## src/rtl/ct_rr_arb.sv

```systemverilog
// ct_rr_arb: packet-aware round-robin arbiter with a registered output stage
module ct_rr_arb #(
  parameter int NI = 4,
  parameter int WIDTH = 32,
  parameter int SELW = $clog2(NI)
) (
  input  logic                clk,
  input  logic                arst_n,
  input  logic [NI*WIDTH-1:0] i_data,
  input  logic [NI-1:0]       i_valid,
  input  logic [NI-1:0]       i_eop,
  output logic [NI-1:0]       o_ready,
  output logic [WIDTH-1:0]    o_data,
  output logic                o_valid,
  output logic                o_eop,
  output logic [SELW-1:0]     o_sel,
  input  logic                i_ready
);
  typedef enum logic {IDLE, LOCKED} state_t;
  state_t state, state_nx;
  logic [SELW-1:0] grant, grant_nx, last, last_nx, winner, src;
  logic pipe_en, xfer;
  int k;
  // round-robin search starting after the previous packet's winner; the loop runs backwards so the nearest valid stream is assigned last
  always_comb begin
    winner = '0;
    k = 0;
    for (int i = NI; i >= 1; i--) begin
      k = int'(last) + i;
      if (k >= NI) k = k - NI;
      if (i_valid[k]) winner = SELW'(k);
    end
  end
  assign pipe_en = i_ready | ~o_valid;
  assign src = state == LOCKED ? grant : winner;
  assign xfer = pipe_en & i_valid[src];
  // a locked stream keeps its ready while the output can load, even if its valid drops
  always_comb begin
    o_ready = '0;
    if (arst_n && pipe_en && (state == LOCKED || i_valid[src])) o_ready[src] = 1'b1;
  end
  // packet lock: enter on a non-final beat from IDLE, leave on the locked stream's eop
  always_comb begin
    state_nx = state;
    grant_nx = grant;
    last_nx = last;
    if (xfer && state == IDLE && i_eop[src]) last_nx = src;
    if (xfer && state == IDLE && !i_eop[src]) begin
      state_nx = LOCKED;
      grant_nx = src;
    end
    if (xfer && state == LOCKED && i_eop[src]) begin
      state_nx = IDLE;
      last_nx = src;
    end
  end
  // arbitration state; reset leaves last at NI-1 so stream 0 is searched first
  always_ff @(posedge clk or negedge arst_n) begin
    if (!arst_n) begin
      state <= IDLE;
      grant <= '0;
      last <= SELW'(NI - 1);
    end else begin
      state <= state_nx;
      grant <= grant_nx;
      last <= last_nx;
    end
  end
  // output register loads when empty or draining; holds otherwise
  always_ff @(posedge clk or negedge arst_n) begin
    if (!arst_n) begin
      o_valid <= 1'b0;
      o_data <= '0;
      o_eop <= 1'b0;
      o_sel <= '0;
    end else if (pipe_en) begin
      o_valid <= xfer;
      if (xfer) begin
        o_data <= i_data[src*WIDTH +: WIDTH];
        o_eop <= i_eop[src];
        o_sel <= src;
      end
    end
  end
endmodule

```

## config.mk

```make
export PLATFORM = sky130hd
export DESIGN_NAME = ct_rr_arb
export DESIGN_NICKNAME = d
export VERILOG_FILES = /design/src/rtl/ct_rr_arb.sv
export SDC_FILE = /design/constraint.sdc
export NUM_CORES = 1
export LEC_CHECK = 0
export BUFFER_PORTS_ARGS = -buffer_cell sky130_fd_sc_hd__buf_4
export CAP_MARGIN = 20
export CORE_MARGIN = 8
export CORE_UTILIZATION = 44
export CTS_CLUSTER_DIAMETER = 60
export CTS_CLUSTER_SIZE = 25
export DETAILED_ROUTE_END_ITERATION = 8
export GPL_TIMING_DRIVEN = 1
export PLACE_DENSITY_LB_ADDON = 0.1
export SYNTH_ARGS = -nofsm -noshare
export SYNTH_HDL_FRONTEND = slang
export SYNTH_SLANG_ARGS = --single-unit
```

## constraint.sdc

```tcl
create_clock -name clk -period 2.9 [get_ports clk]
set_clock_uncertainty 0.1 [all_clocks]
set_input_delay 0.58 -clock clk [delete_from_list [all_inputs] [get_ports clk]]
set_output_delay 0.58 -clock clk [all_outputs]
set_load 0.01 [all_outputs]
```

== Yosys cells after proc, flatten, opt, wreduce, memory -nomap -nowiden ==
Index checks and enable logic that the tools add are counted.

* Register bits: 41
* Input bits: 139
* Output and inout bits: 40

* $add $sub $neg: 8
* Order comparisons: 10
* Shifts and indexed selects: 1
* Multiplexer cells: 32
* Bitwise gates (word level): 4
* Reduce and logical (&&, ||, !) cells: 13

{| class="wikitable"
|+ Operators with widths
! kind !! count
|-
| $lt 32x4->1 const B || 4
|-
| $mux 32 || 4
|-
| $shiftx 128x8->32 || 1
|-
| $mux 2 || 7
|-
| $mux 1 || 13
|-
| $bmux 1 s2 || 6
|-
| $sub 3x3->4 const B || 3
|-
| $ge 3x3->1 const B || 3
|-
| $logic_and 1x1->1 || 8
|-
| $add 2x2->3 const B || 2
|-
| $sub 4x3->5 const B || 1
|-
| $add 2x3->4 const B || 1
|-
| $ge 4x3->1 const B || 1
|-
| $mux 4 || 1
|-
| $reduce_bool 2->1 || 2
|-
| $add 2x1->3 const B || 1
|-
| $lt 2x3->1 const B || 1
|-
| $demux 1 s2 || 1
|-
| $ge 2x1->1 const B || 1
|-
| $not 1->1 || 2
|-
| $reduce_and 2->1 || 1
|-
| $and 1x1->1 || 1
|-
| $logic_not 1->1 || 1
|-
| $logic_or 1x1->1 || 1
|-
| $or 1x1->1 || 1
|}

== Longest topological paths before layout ==
* Depth after elaboration: 18
* Depth in mapped cells: 9
* Mapped depth without buffers: 7

== Worst setup path before layout ==
Ideal clock, no wire load.

* Path kind: input to register
* Start point: input i_valid[1]
* End point: register grant[1]
* Library setup time: 0.128 ns
* Arrival time: 2.509 ns
* Required time: 2.672 ns
* Slack: 0.163 ns
* Cell stages on the path: 8
* Buffers on the path: 1
* Cell sequence: nor2b_1 a21oi_1 nor2_1 o41a_1 buf_2 or4b_1 a211oi_2 mux2_1

* Cells in the longest elaborated chain, start to end: 13
* Elaborated cells on any way between the ends: 25

{| class="wikitable"
|+ Ends and longest elaborated chain
! what !! line !! RTL
|-
| from (decl) || 10 || <nowiki>input logic [NI-1:0] i_valid,</nowiki>
|-
| $bmux 1 s2 || 31 || <nowiki>if (i_valid[k]) winner = SELW'(k);</nowiki>
|-
| $mux 1 (not written as such) (2 in a row) || 31 ||
|-
| $mux 2 (4 in a row) || 31 ||
|-
| $mux 2 || 35 || <nowiki>assign src = state == LOCKED ? grant : winner;</nowiki>
|-
| $bmux 1 s2 || 36 || <nowiki>assign xfer = pipe_en & i_valid[src];</nowiki>
|-
| $mux 1 (not written as such) || 36 ||
|-
| $and 1x1->1 || 36 ||
|-
| $logic_and 1x1->1 (2 in a row) || 48 || <nowiki>if (xfer && state == IDLE && !i_eop[src]) begin</nowiki>
|-
| to (signal assigned) || 65 || <nowiki>grant <= grant_nx;</nowiki>
|-
| to (decl) || 21 || <nowiki>logic [SELW-1:0] grant, grant_nx, last, last_nx, winner, src;</nowiki>
|}

Several ways; a longest one is shown, not always the timed one. The select of a mux whose other input is x is not followed.
A chain may end at the register's enable or synchronous reset.

== Worst setup path after layout ==
* Start point: register last[1]
* End point: register grant[0]

* Cells in the longest elaborated chain, start to end: 16
* Elaborated cells on any way between the ends: 41

{| class="wikitable"
|+ Ends and longest elaborated chain
! what !! line !! RTL
|-
| from (decl) || 21 ||
|-
| from (signal assigned) || 62 || <nowiki>last <= SELW'(NI - 1);</nowiki>
|-
| from (signal assigned) || 66 || <nowiki>last <= last_nx;</nowiki>
|-
| $add 2x3->4 || 29 || <nowiki>k = int'(last) + i;</nowiki>
|-
| $sub 4x3->5 / $ge 4x3->1 (equally long branches) || 30 || <nowiki>if (k >= NI) k = k - NI;</nowiki>
|-
| $mux 32 || 30 ||
|-
| $bmux 1 s2 || 31 ||
|-
| $mux 1 (not written as such) (2 in a row) || 31 ||
|-
| $mux 2 (3 in a row) || 31 ||
|-
| $mux 2 (*) || 31 ||
|-
| $mux 2 (*) || 35 ||
|-
| $bmux 1 s2 || 36 ||
|-
| $mux 1 (not written as such) || 36 ||
|-
| $and 1x1->1 || 36 ||
|-
| $logic_and 1x1->1 (2 in a row) || 48 ||
|}

Mark *: on every way between the ends. The rest lies on a longest branch, timed or not. The select of a mux whose other input is x is not followed.

==> flow_summary.yaml <==
power:
  worst_ir_drop_vdd_mv: 0.985
  leakagePower_nw: 2.44
  powerDensity_nw_per_um2: 1050
routing:
  dr.pass1.iters: 4
  via_per_inst: 5.23
  vias: 2695
  antenna_left: 0
  drc: 0
  drt_wl_total_microns: 8920
  drtIter0Drc: 40
  wl_per_cell_microns: 17.3
cts:
  clk-insertion-delay-late_ns: 0.28
  clk_pin_slew_worst_paths_ns: 0.08
  ctsHtreeMaxLevel: 2
  post_cts_buffers: 0
  numClockSinks: 41
  cts_max_path_buffers: 2
  holdBufCountCts: 0
  cts_buffers: 5
  root_buffer: "clkbuf_8"
  cts_tree: "built"
setup_path:
  reg2reg_to: "grant[0]"
  endpoint: "grant[0]"
  worstPathArrival_ns: 2.89
  startpoint: "last[1]"
  crit_type: "reg -> reg"
  cpPeakStageDelay_ns: 0.61
  rrSetupSlack_ns: 0.08
  r2r-start: "last[1]"
  endpoint_kind: "flop"
  crit_chain: "nor3_1, a31oi_1, o2111ai_1, and3_1, or4b_1, a211oi_2, mux2_1"
  r2r_cells: 7
  worstPathRequired_ns: 2.96
  start_kind: "flop"
  slowest_stage: "dfstp_2"
  path_max_fanout: 8
finish:
  final_cell_mix: "buf_4, mux2i_1, dfrtp_1"
  multi_input_area_sq_um: 1780
  seq_area_sq_um: 1030
  final_common_cell: "buf_4"
  fin_area_sq_um: 4550
  drive_above_1_share_pct: 49.5
  synthToLayoutAreaGrowth_pct: 57.5
  fin_nets: 576
  fillers: 502
  antennaDiodeCount: 0
global_routing:
  gr-total-overflow: 0
  grt_usage_pct: 18.0
  grt_pass1_vias: 2894
  grt_antenna_before_repair: 0
  grt_max_degree: 42
  grt_pass1_wl_microns: 14100
floorplan:
  die_h_microns: 97.0
  rows: 29
  die_x_microns: 97.0
  ioPinCount: 179
  core_sq_um: 6350
  dieArea_sq_um: 9410
  initial_core_util_pct: 45.5
timing:
  fin_crit_sh_pct: 97.4
  rsz0062_at_grt: "no"
  slew-limit-headroom_pct: 66.4
  slew_viol_final: 0
  final-setup-viol-count: 0
  fmax_mhz: 354
  hold_slack_ns: 0.270
  worstMarginPinSlew_ns: 0.505
  final_hold_viol_count: 0
  min_period_ns: 2.82
synth:
  yosys_warnings: 0
  syn-mean-instance-area_sq_um: 11.5
  synth_async_sr_flop_share_pct: 100
  synth_area_sq_um: 2890
  ys_ff_latch: 41
  synth-edff-count: 0
  ys_types: 38
  syn_nets: 391
  synthCells: 252
  synth-main-ff-cell: "dfrtp_1"
  seq_area_frac_synth_pct: 35.6
place:
  port_buffers: 178
  dpl_cell_area_sq_um: 4410
  hpwl_microns: 7420
  place_congestion: 0.866
outcome:
  status: "completed"
worst_hold_path:
  hold_class: "in -> async"
flow_run:
  drv_cap: 0
-- cells by family (layout without fill, tap and decap cells) --
logic type / count (synthesis) / after routing / share of synthesized area, %
muxes: 134 / 134 / 48.1
DFF: 41 / 41 / 35.6
and+or+nand+nor: 32 / 32 / 5.42
AOI/OAI and AO/OA: 27 / 27 / 7.20
buffers and inverters: 18 / 204 / 3.68
-- where the power goes --
group          internal, mW  switching (mW)
clock network         0.281           0.187
logic                  1.75            1.49
registers             0.893           0.167
total                  2.93            1.85
-- critical path, delay by kind of cell, from the launching register on --
kind | cells | cell delay [ns]
mux | 1 | 0.35
simple gates | 3 | 0.84
flops | 1 | 0.61
compound gates | 3 | 0.80
-- per-stage QoR --
step / setup TNS (ns) / power (mW) / std cells / util, % / setup slack [ns]
3_3_place_gp: 0 / 4.26 / 507 / 69.5 / 0.0425
5_1_grt: 0 / 5.11 / 515 / 71.6 / 0.00193
4_1_cts: 0 / 4.82 / 515 / 71.3 / 0.00778
3_5_place_dp: -0.293 / 4.34 / 507 / 69.5 / -0.0568
2_1_floorplan: 0 / 3.14 / 252 / - / 0.163
6_report: 0 / 4.77 / 515 / 71.6 / 0.0750
-- synthesized netlist by cell type, types with 2 or more instances --
master    count  area, sq um
mux2_2        7         78.8
o21a_1        2         15.0
dfrtp_1      39          976
dfstp_2       2         52.6
buf_2         7         35.0
clkbuf_1      3         11.3
mux2i_1      97          971
nand2b_1      3         18.8
buf_4         2         15.0
nor2b_1       2         12.5
mux2_1       30          338
inv_1         2         7.51
o21ai_0       5         25.0
nand2_1       8         30.0
a21oi_1       4         20.0
nor2_1        7         26.3
nand3_1       3         15.0
nor3_1        5         25.0
a31oi_1       2         12.5
o21bai_1      2         15.0
buf_6         3         33.8
-- repair_timing --
item,4_1_cts,5_1_grt
hold endpoints to repair,0,0
resized for setup,0,5
setup endpoints to repair,0,2
-- worst min-delay path by stage --
stage            endpoint  depth (start not counted)        from  slack (ns)
6_report        o_data[0]                          2      arst_n        0.27
5_1_grt         o_data[0]                          2      arst_n        0.31
3_3_place_gp   o_data[14]                          1  o_data[14]        0.37
3_5_place_dp   o_data[22]                          1  o_data[22]        0.38
4_1_cts         o_data[0]                          2      arst_n        0.29
2_1_floorplan    grant[0]                          0      arst_n        0.18
-- sequential cells by signal, summed over array words and instances, names as in the netlist --
name	flops
grant	2
last	2
o_valid	1
o_sel	2
o_eop	1
state	1
o_data	32
-- routing by layer --
metal | part of all wire, % | track usage [%] | wire length [microns] | up-vias
li1 | - | - | - | 1306
met1 | 37 | 18.8 | 3310 | 1283
met4 | 1.3 | 4.97 | 115 | 0
met5 | 0 | 0 | 0 | -
met2 | 54 | 33.1 | 4790 | 98
met3 | 7.9 | 6.12 | 701 | 8
-- layout make-up --
type / count / share of cell area, %
Multi-Input combinational cell: 193 / 39.1
Clock buffer: 7 / 1.90
Timing Repair Buffer: 193 / 33.3
Inverter: 3 / 0.248
Clock inverter: 1 / 0.661
Tap cell: 77 / 2.12
Sequential cell: 41 / 22.6
No activity file was read; power rests on OpenSTA's default activity.
